==> config.mk <==
export PLATFORM = sky130hd
export DESIGN_NAME = mdma_ram_fifo_ctrl
export DESIGN_NICKNAME = d
export VERILOG_FILES = /design/src/rtl/mdma_ram_fifo_ctrl.sv
export SDC_FILE = /design/constraint.sdc
export NUM_CORES = 1
export LEC_CHECK = 0
export BUFFER_PORTS_ARGS = -buffer_cell sky130_fd_sc_hd__buf_2
export CORE_MARGIN = 2
export CORE_UTILIZATION = 35
export DETAILED_ROUTE_END_ITERATION = 10
export PLACE_DENSITY = 0.55
export SYNTH_ARGS = -nofsm -noshare
export SYNTH_HDL_FRONTEND = slang
export SYNTH_SLANG_ARGS = --single-unit
==> constraint.sdc <==
create_clock -name clk -period 5.15 [get_ports clk]
set_clock_uncertainty 0.15 [all_clocks]
set_input_delay 0.515 -clock clk [delete_from_list [all_inputs] [get_ports clk]]
set_output_delay 0.515 -clock clk [all_outputs]
set_load 0.005 [all_outputs]
==> src/rtl/mdma_ram_fifo_ctrl.sv <==
// FIFO controller that keeps its entries in an external single-port-per-direction RAM
// and prefetches into a 2-entry staging buffer so the pop side sees no RAM latency.
module mdma_ram_fifo_ctrl #(
    parameter int DATA_BITS = 48,
    parameter int DEPTH     = 512,
    parameter int ADDR_BITS = $clog2(DEPTH)
) (
    input  logic                 clk,
    input  logic                 rst_n,
    input  logic                 flush,
    input  logic                 in_vld,
    output logic                 in_rdy,
    input  logic [DATA_BITS-1:0] in_dat,
    output logic                 out_vld,
    input  logic                 out_rdy,
    output logic [DATA_BITS-1:0] out_dat,
    output logic                 out_dbe,
    output logic [ADDR_BITS-1:0] ram_wadr,
    output logic                 ram_wen,
    output logic [DATA_BITS-1:0] ram_wdat,
    output logic                 ram_ren,
    output logic [ADDR_BITS-1:0] ram_radr,
    input  logic [DATA_BITS-1:0] ram_rdat,
    input  logic                 ram_rsbe,
    input  logic                 ram_rdbe,
    output logic [ADDR_BITS+1:0] count,
    output logic [15:0]          sbe_cnt,
    output logic                 dbe_sticky,
    input  logic                 err_clr
);

    localparam int CNT_BITS = ADDR_BITS + 2;
    localparam logic [ADDR_BITS:0] RAM_FULL = (ADDR_BITS+1)'(DEPTH);

    logic [ADDR_BITS-1:0] wptr;
    logic [ADDR_BITS-1:0] rptr;
    logic [ADDR_BITS:0]   ram_cnt;
    logic                 rd_pend;
    logic [1:0]           stg_cnt;
    logic [DATA_BITS-1:0] stg_dat0;
    logic [DATA_BITS-1:0] stg_dat1;
    logic                 stg_dbe0;
    logic                 stg_dbe1;

    logic                 push;
    logic                 pop;
    logic                 issue;
    logic                 capture;
    logic [2:0]           occupancy;
    logic [2:0]           occ_limit;

    assign in_rdy   = rst_n & (ram_cnt != RAM_FULL) & ~flush;
    assign push     = in_vld & in_rdy;
    assign out_vld  = (stg_cnt != 2'd0);
    assign pop      = out_vld & out_rdy;
    assign capture  = rd_pend & ~flush;

    // A same-cycle pop frees a staging slot, which is what keeps a full-rate stream flowing.
    assign occupancy = {1'b0, stg_cnt} + {2'b00, rd_pend};
    assign occ_limit = pop ? 3'd3 : 3'd2;
    assign issue     = ~flush & (ram_cnt != '0) & (occupancy < occ_limit);

    assign ram_wen  = push;
    assign ram_wadr = wptr;
    assign ram_wdat = in_dat;
    assign ram_ren  = issue;
    assign ram_radr = rptr;

    assign out_dat  = stg_dat0;
    assign out_dbe  = stg_dbe0 & out_vld;

    always_ff @(posedge clk or negedge rst_n) begin
        if (!rst_n) begin
            wptr    <= '0;
            rptr    <= '0;
            ram_cnt <= '0;
            rd_pend <= 1'b0;
            count   <= '0;
        end else if (flush) begin
            wptr    <= '0;
            rptr    <= '0;
            ram_cnt <= '0;
            rd_pend <= 1'b0;
            count   <= '0;
        end else begin
            wptr    <= wptr + ADDR_BITS'(push);
            rptr    <= rptr + ADDR_BITS'(issue);
            ram_cnt <= ram_cnt + (ADDR_BITS+1)'(push) - (ADDR_BITS+1)'(issue);
            rd_pend <= issue;
            count   <= count + CNT_BITS'(push) - CNT_BITS'(pop);
        end
    end

    // Slot 0 is always the oldest entry; a pop shifts slot 1 down.
    always_ff @(posedge clk or negedge rst_n) begin
        if (!rst_n) begin
            stg_cnt  <= 2'd0;
            stg_dat0 <= '0;
            stg_dat1 <= '0;
            stg_dbe0 <= 1'b0;
            stg_dbe1 <= 1'b0;
        end else if (flush) begin
            stg_cnt  <= 2'd0;
            stg_dbe0 <= 1'b0;
            stg_dbe1 <= 1'b0;
        end else begin
            case ({pop, capture})
                2'b01: begin
                    if (stg_cnt == 2'd0) begin
                        stg_dat0 <= ram_rdat;
                        stg_dbe0 <= ram_rdbe;
                    end else begin
                        stg_dat1 <= ram_rdat;
                        stg_dbe1 <= ram_rdbe;
                    end
                    stg_cnt <= stg_cnt + 2'd1;
                end
                2'b10: begin
                    stg_dat0 <= stg_dat1;
                    stg_dbe0 <= stg_dbe1;
                    stg_cnt  <= stg_cnt - 2'd1;
                end
                2'b11: begin
                    if (stg_cnt == 2'd1) begin
                        stg_dat0 <= ram_rdat;
                        stg_dbe0 <= ram_rdbe;
                    end else begin
                        stg_dat0 <= stg_dat1;
                        stg_dbe0 <= stg_dbe1;
                        stg_dat1 <= ram_rdat;
                        stg_dbe1 <= ram_rdbe;
                    end
                end
                default: ;
            endcase
        end
    end

    // Error events observed on a capture take priority over a simultaneous clear.
    always_ff @(posedge clk or negedge rst_n) begin
        if (!rst_n) begin
            sbe_cnt    <= '0;
            dbe_sticky <= 1'b0;
        end else begin
            if (capture && ram_rsbe) begin
                if (sbe_cnt != 16'hFFFF) begin
                    sbe_cnt <= sbe_cnt + 16'd1;
                end
            end else if (err_clr) begin
                sbe_cnt <= '0;
            end
            if (capture && ram_rdbe) begin
                dbe_sticky <= 1'b1;
            end else if (err_clr) begin
                dbe_sticky <= 1'b0;
            end
        end
    end

endmodule

==> results of run 1 <==
## worst paths after layout
path	from	end	slack, ns
hold reg to reg	out_dat[39]	out_dat[39]	0.33
max in group asynchronous	rst_n	ram_radr[5]	3.11
setup reg to reg	stg_cnt[0]	ram_cnt[9]	1.33
hold / removal	ram_rdat[32]	stg_dat1[32]	0.16
min in group asynchronous	rst_n	stg_dat1[31]	0.43
setup / recovery	stg_cnt[0]	ram_cnt[9]	1.33
## timing repair
action / 4_1_cts / 5_1_grt
endpoints found under the hold margin: 43 / 0
setup buffers: 0 / 0
resized for setup: 0 / 0
hold buffers: 1 / 0
## final cells by class
cell class | instances | area [sq um]
diodes | 1 | 2.50
clock buffers | 18 | 429
clock inverters | 14 | 194
fillers | 2223 | 13200
inverters | 33 | 124
multi-input cells | 484 | 3490
flip-flops and latches | 157 | 3930
well taps | 285 | 357
repair buffers | 160 | 825
## synthesized netlist by cell type, types with 2 or more instances
cell type and count:
a2111oi_0 2, a211oi_1 5, a21o_1 2, a21oi_1 22, a221o_1 2, a31oi_1 4
and2_1 2, and3_1 3, and4_4 2, buf_1 2, buf_2 13, buf_4 51
buf_6 3, clkbuf_1 9, dfrtp_1 157, fa_1 2, ha_1 35, inv_1 32
mux2_1 21, mux2_2 30, mux2i_1 55, nand2_1 73, nand2b_1 5, nand3_1 20
nand3b_1 2, nand4_1 8, nor2_1 44, nor2_2 2, nor2b_1 13, nor3_1 3
nor3b_1 3, o211ai_1 2, o21a_1 3, o21ai_0 16, o21ai_1 54, o21bai_1 3
or3_1 6, xnor2_1 10, xor2_1 16
## per-stage QoR
step	worst slack, ns	hold WS [ns]	cell area [sq um]	utilization, %
floorplan	1.49	0.0694	8050	-
global placement	1.35	0.312	8710	38.6
detailed placement	1.31	0.320	8710	38.6
CTS	1.31	0.144	9350	41.4
global route	0.932	0.147	9350	41.4
finish	1.33	0.164	9350	41.4
## power by group through the flow
stage	Combinational (mW)	Sequential [mW]	Clock (mW)
after floorplan	1.51	1.95	0
after global placement	2.05	1.95	0
after detailed placement	2.08	1.97	0
after CTS	2.09	1.95	1.39
after global routing	2.34	2.01	1.44
final	2.05	1.94	1.34
## worst max-delay path, delay by kind of cell, from the launching register on
family	cells	cell delay (ns)
AND/OR/NAND/NOR	1	0.25
adder cells (fa/ha/maj)	3	0.79
flip-flops	1	0.40
buffers and inverters	2	0.13
AO/OA/AOI/OAI	5	1.65
multiplexers	1	0.34
## logic make-up after synthesis
kind of cell,after synthesis,synth area share (%)
simple gates,192,11.6
flops,157,48.8
compound gates,123,8.85
buf+inv,111,8.04
mux,106,14.0
fa+ha+maj,37,5.94
xor+xnor,26,2.83
## per-layer routing
layer | vias to the layer above | GRT usage, %
met5 | - | 0
met4 | 0 | 5.33
met3 | 21 | 3.39
met2 | 110 | 24.3
met1 | 2684 | 19.8
li1 | 2759 | -
## flip-flops by register name (all words and copies together), names as in the netlist
name        flops
stg_dbe1        1
ram_cnt        10
stg_cnt         2
ram_wadr        9
stg_dbe0        1
dbe_sticky      1
ram_radr        9
out_dat        48
rd_pend         1
count          11
sbe_cnt        16
stg_dat1       48
==> flow_summary.ini, run 1 <==
[synth]
ys_seq_area_share_pct = 48.8
syn_area_per_cell_sq_um = 10.7
synth_nets = 893
ys_top_cells_by_area = dfrtp_1 49%, mux2i_1 6.8%, ha_1 5.4%
async_flop_share_pct = 100
synth_top_cell_area_share_pct = 48.8
netlist_area_sq_mm = 0.00805
yosys_warnings = 0
synth-edff-count = 0
netlist_instances = 752
synth-seq-cells = 157
synth_area_leader_cell = dfrtp_1
yosys.cell_types.count = 54
synth_ff_type = dfrtp_1

[sta]
finalMaxSlewViolations = 0
hold_violations = 0
fmax_mhz = 262
tightest_slew_ns = 1.01
setup_tns_ns = 0
relSlewSlack_pct = 32.9
period_share_pct = 74.1
finalSetupViolations = 0
fin_crit_ns = 3.82
grt_setup_unrepaired = false

[route]
first_iter_violations = 245
dr.pass1.iters = 4
wirelength_microns = 17700
ant_nets = 0
wl_per_cell_microns = 15.4
vias = 5574
met3WireLength_microns = 761
routed.top_layer = met4
wl_met1_microns = 8080
vias_per_cell = 4.84
drc = 0
wl_met2_microns = 8590

[floorplan]
die_y_microns = 156
fp.dieW_microns = 156
std_cell_rows = 55
initial_core_util_pct = 35.7
design.die.area_sq_mm = 0.0242
io_pins = 251
coreArea_sq_mm = 0.0226

[clocking]
clock_latency_ns = 0.42
clkSlewWorstSetupHoldPaths_ns = 0.08
ctsLongestPathBuffers = 2
root_buffer = clkbuf_16
cts.sinks = 157
numCtsBuffers = 17
htreeDepth = 4
cts_tree = built

[layout]
drive_gt1_share_pct = 26.9
area_growth_pct = 16.2
fin_cells = 1152
layout_common_cells = 157 x dfrtp_1, 153 x buf_2, 71 x nand2_1, 55 x mux2i_1, 54 x o21ai_1
finalNetCount = 994
final_common_cell = dfrtp_1

[global_routing]
antenna_found_initial = 1
grt_usage_pct = 15.0
grt_pass1_vias = 5590
grt_pass1_wl_microns = 29000
grt_max_degree = 97
grt_overflow = 0

[power]
power_frac_seq_pct = 36.4
power_mw = 5.34
swShare_pct = 35.7
power.switching_mw = 1.91
p_leak_nw = 4.75
combPwrFrac_pct = 38.4
clkPwrFrac_pct = 25.1
p_int_mw = 3.43
power_density_mw_per_mm2 = 571
vdd_drop_max_v = 0.000226

[run]
maxCapViolCount = 0

[worst_setup_path]
critPathMaxStageDelay_ns = 0.70
path_max_fanout = 6
crit_chain = inv_1 > ha_1 > nand2b_2 > o21a_1 > a2111oi_0 > ha_1 > inv_1 > ha_1 > a21o_1 > a221o_1 > a41oi_1 > mux2_1
reg2regPathDepth = 12
cp_slowest_cell = a2111oi_0
arrival_ns = 3.97
crit_type = reg2reg
crit_required_ns = 5.31
start_kind = register
endpoint_kind = register
cp_common_cell = ha_1

[place]
dp_cells = 1118
routabilityCongestion = 0.771
io_buffers = 154
dp_hpwl_microns = 12100

[worst_hold_path]
hold_path.class = in2reg
min_path_cells = 2

[outcome]
status = completed
(Power assumes the default switching activity.)
==> run 2, diff against run 1 <==
- ABC_AREA: not set -> 1
- PLACE_DENSITY: 0.55 -> 0.57
- clock period: 5.15 -> 3.2 ns (I/O delays scaled with it)
==> run 2 against run 1 <==
  * Clock power is 54% higher
  * Largest power group unchanged
  * Critical path type unchanged
  * Via count is 28% higher
  * Worst setup slack worse by 1.0 ns
  * Critical endpoint is now ram_cnt[6]
==> flow_summary.ini, run 2 <==
[place]
routabilityCongestion = 0.796
dpl_cell_area_sq_mm = 0.00929
dp_hpwl_microns = 14100
io_buffers = 154

[worst_setup_path]
crit-reg2reg-capture = ram_cnt[6]
path_max_fanout = 4
reg2regPathDepth = 18
cp-startpoint = stg_cnt[0]
cp_slowest_cell = fa_1
path_buf_inv = 3
r2r-start = stg_cnt[0]
crit_chain = inv_1 > ha_1 > nor2_4 > inv_1 > o21ai_0 > nand2_1 > a21oi_2 > ha_1 > inv_1 > ha_1 > fa_1 > nand3_1 > nand2_1 > nand3_1 > nand2_1 > nand2_1 > nand2_1 > nor2_1
crit_required_ns = 3.41
start_kind = register
crit_end = ram_cnt[6]
arrival_ns = 3.09
reg2reg_slack_ns = 0.32
crit_type = reg2reg
endpoint_kind = register
cp_common_cell = nand2_1
path_depth = 18
crit_family = adder cells
critPathMaxStageDelay_ns = 0.41

[synth]
synth_most_common_cell = nand2_1
netlist_area_sq_mm = 0.00853
netlist_instances = 1076
synth-edff-count = 0
synth-seq-cells = 157
async_flop_share_pct = 100
synth_top_cell_area_share_pct = 46.1
yosys.cell_types.count = 34
ys_seq_area_share_pct = 46.1
synth_nets = 1217
synth_ff_type = dfrtp_1
ys_top_cells_by_area = dfrtp_1 46%, nand2_1 9.8%, inv_1 6.3%
synth_area_leader_cell = dfrtp_1
syn_area_per_cell_sq_um = 7.93
yosys_warnings = 0
synthTopCellsByCount = 222 x nand2_1, 157 x dfrtp_1, 144 x inv_1

[power]
p_leak_nw = 5.33
vdd_drop_max_v = 0.000338
power_mw = 8.84
power_density_mw_per_mm2 = 857

[clocking]
clock_latency_ns = 0.43
ctsLongestPathBuffers = 2
numCtsBuffers = 17
root_buffer = clkbuf_16
clkSlewWorstSetupHoldPaths_ns = 0.07
htreeDepth = 4
cts.sinks = 157
cts_tree = built

[route]
dr.pass1.iters = 5
wl_per_cell_microns = 13.6
drc = 0
vias = 7135
ant_nets = 0
vias_per_cell = 4.61
wirelength_microns = 21100
first_iter_violations = 491

[sta]
setup_tns_ns = 0
finalSetupViolations = 0
timing.hold.ws_ns = 0.0180
period_share_pct = 90.0
finalMaxSlewViolations = 0
relSlewSlack_pct = 55.5
fmax_mhz = 347
tightest_slew_ns = 0.668
fin_crit_ns = 2.88
hold_violations = 0
grt_setup_unrepaired = false

[floorplan]
io_pins = 251
fp.dieW_microns = 160
design.die.area_sq_mm = 0.0256
initial_core_util_pct = 35.4
die_y_microns = 160
std_cell_rows = 57
coreArea_sq_mm = 0.0241

[global_routing]
grt_usage_pct = 17.0
grt_max_degree = 111
antenna_found_initial = 2
grt_overflow = 0
grt_pass1_vias = 7090
grt_pass1_wl_microns = 35500

[outcome]
status = completed

[layout]
fill_cells = 2521
ff_latch_area_sq_mm = 0.00393
fin_area_sq_mm = 0.0103
n_antenna_cell = 0
layout_common_cells = 222 x nand2_1, 157 x dfrtp_1, 153 x buf_2, 144 x inv_1, 127 x nor2_1
finalNetCount = 1353
drive_gt1_share_pct = 17.8
final_common_cell = nand2_1
area_growth_pct = 20.9
multi_input_area_sq_mm = 0.00345
fin_util_pct = 42.8

[run]
maxCapViolCount = 0

[worst_hold_path]
hold_path.class = in2reg
run 2: cell types whose count changed after synthesis, moves of 8 or more:
| cell | previous run | this run |
|---|---|---|
| inv_1 | 32 | 144 |
| mux2i_1 | 55 | 0 |
| clkbuf_1 | 9 | 17 |
| mux2_2 | 30 | 0 |
| nand2_1 | 73 | 222 |
| o21ai_0 | 16 | 60 |
| mux2_1 | 21 | 0 |
| nand3_1 | 20 | 99 |
| nor2_1 | 44 | 127 |
| nor2b_1 | 13 | 0 |
| a31oi_1 | 4 | 49 |
| xor2_1 | 16 | 6 |
| o21ai_1 | 54 | 17 |
run 2: through the flow:
step	setup slack [ns]	std cells
2_1_floorplan	0.361	1076
3_3_place_gp	0.357	1477
3_5_place_dp	0.271	1477
4_1_cts	0.260	1549
5_1_grt	0.0125	1549
6_report	0.321	1549
run 2: worst min path at each step:
stage	end	cells past startpoint	startpoint	slack [ns]
global placement	stg_dat1[2]	2	stg_dat1[2]	0.32
finish	out_dat[16]	3	ram_rdat[16]	0.02
detailed placement	stg_dat1[47]	2	stg_dat1[47]	0.32
floorplan	count[0]	0	rst_n	-0.13
global route	out_dat[22]	3	ram_rdat[22]	0.01
CTS	out_dat[18]	3	ram_rdat[18]	0.0006
run 2: timing repair:
action	CTS	global route
resized for setup	0	1
hold buffers	40	0
setup buffers	0	0
hold endpoints to repair	113	0
setup endpoints to repair	0	3
run 2: metal layers:
metal,wire length [microns],track usage [%]
met5,27,0
met4,263,5.36
met3,951,3.58
met2,9780,27.9
met1,10100,22.7
run 2: area by class of cell:
type / instances / area share (%)
clock buffer: 17 / 4.12
clock inverter: 15 / 1.86
inverter: 148 / 5.43
multi-input combinational: 681 / 33.5
sequential: 157 / 38.1
tap: 324 / 3.93
timing repair buffer: 207 / 13.1
run 2: where the power goes:
| group | leakage, nW | switching, mW | internal [mW] |
|---|---|---|---|
| clock network | 0.298 | 0.998 | 1.06 |
| registers | 1.96 | 0.440 | 2.72 |
| logic | 3.07 | 2.15 | 1.47 |
| total | 5.33 | 3.59 | 5.25 |
run 2: cells by family (layout without fill, tap and decap cells):
| kind of cell | after synthesis | in the layout | share of synthesized area (%) |
|---|---|---|---|
| fa+ha+maj | 37 | 37 | 5.60 |
| buf+inv | 238 | 387 | 13.6 |
| xor+xnor | 9 | 9 | 0.924 |
| compound gates | 162 | 162 | 10.5 |
| flops | 157 | 157 | 46.1 |
| simple gates | 473 | 473 | 23.3 |
run 2: tightest hold or removal path, delay by kind of cell:
kind                   cells  cell delay [ns]
AOI/OAI and AO/OA          1             0.07
buffers and inverters      1             0.11
and+or+nand+nor            1             0.06
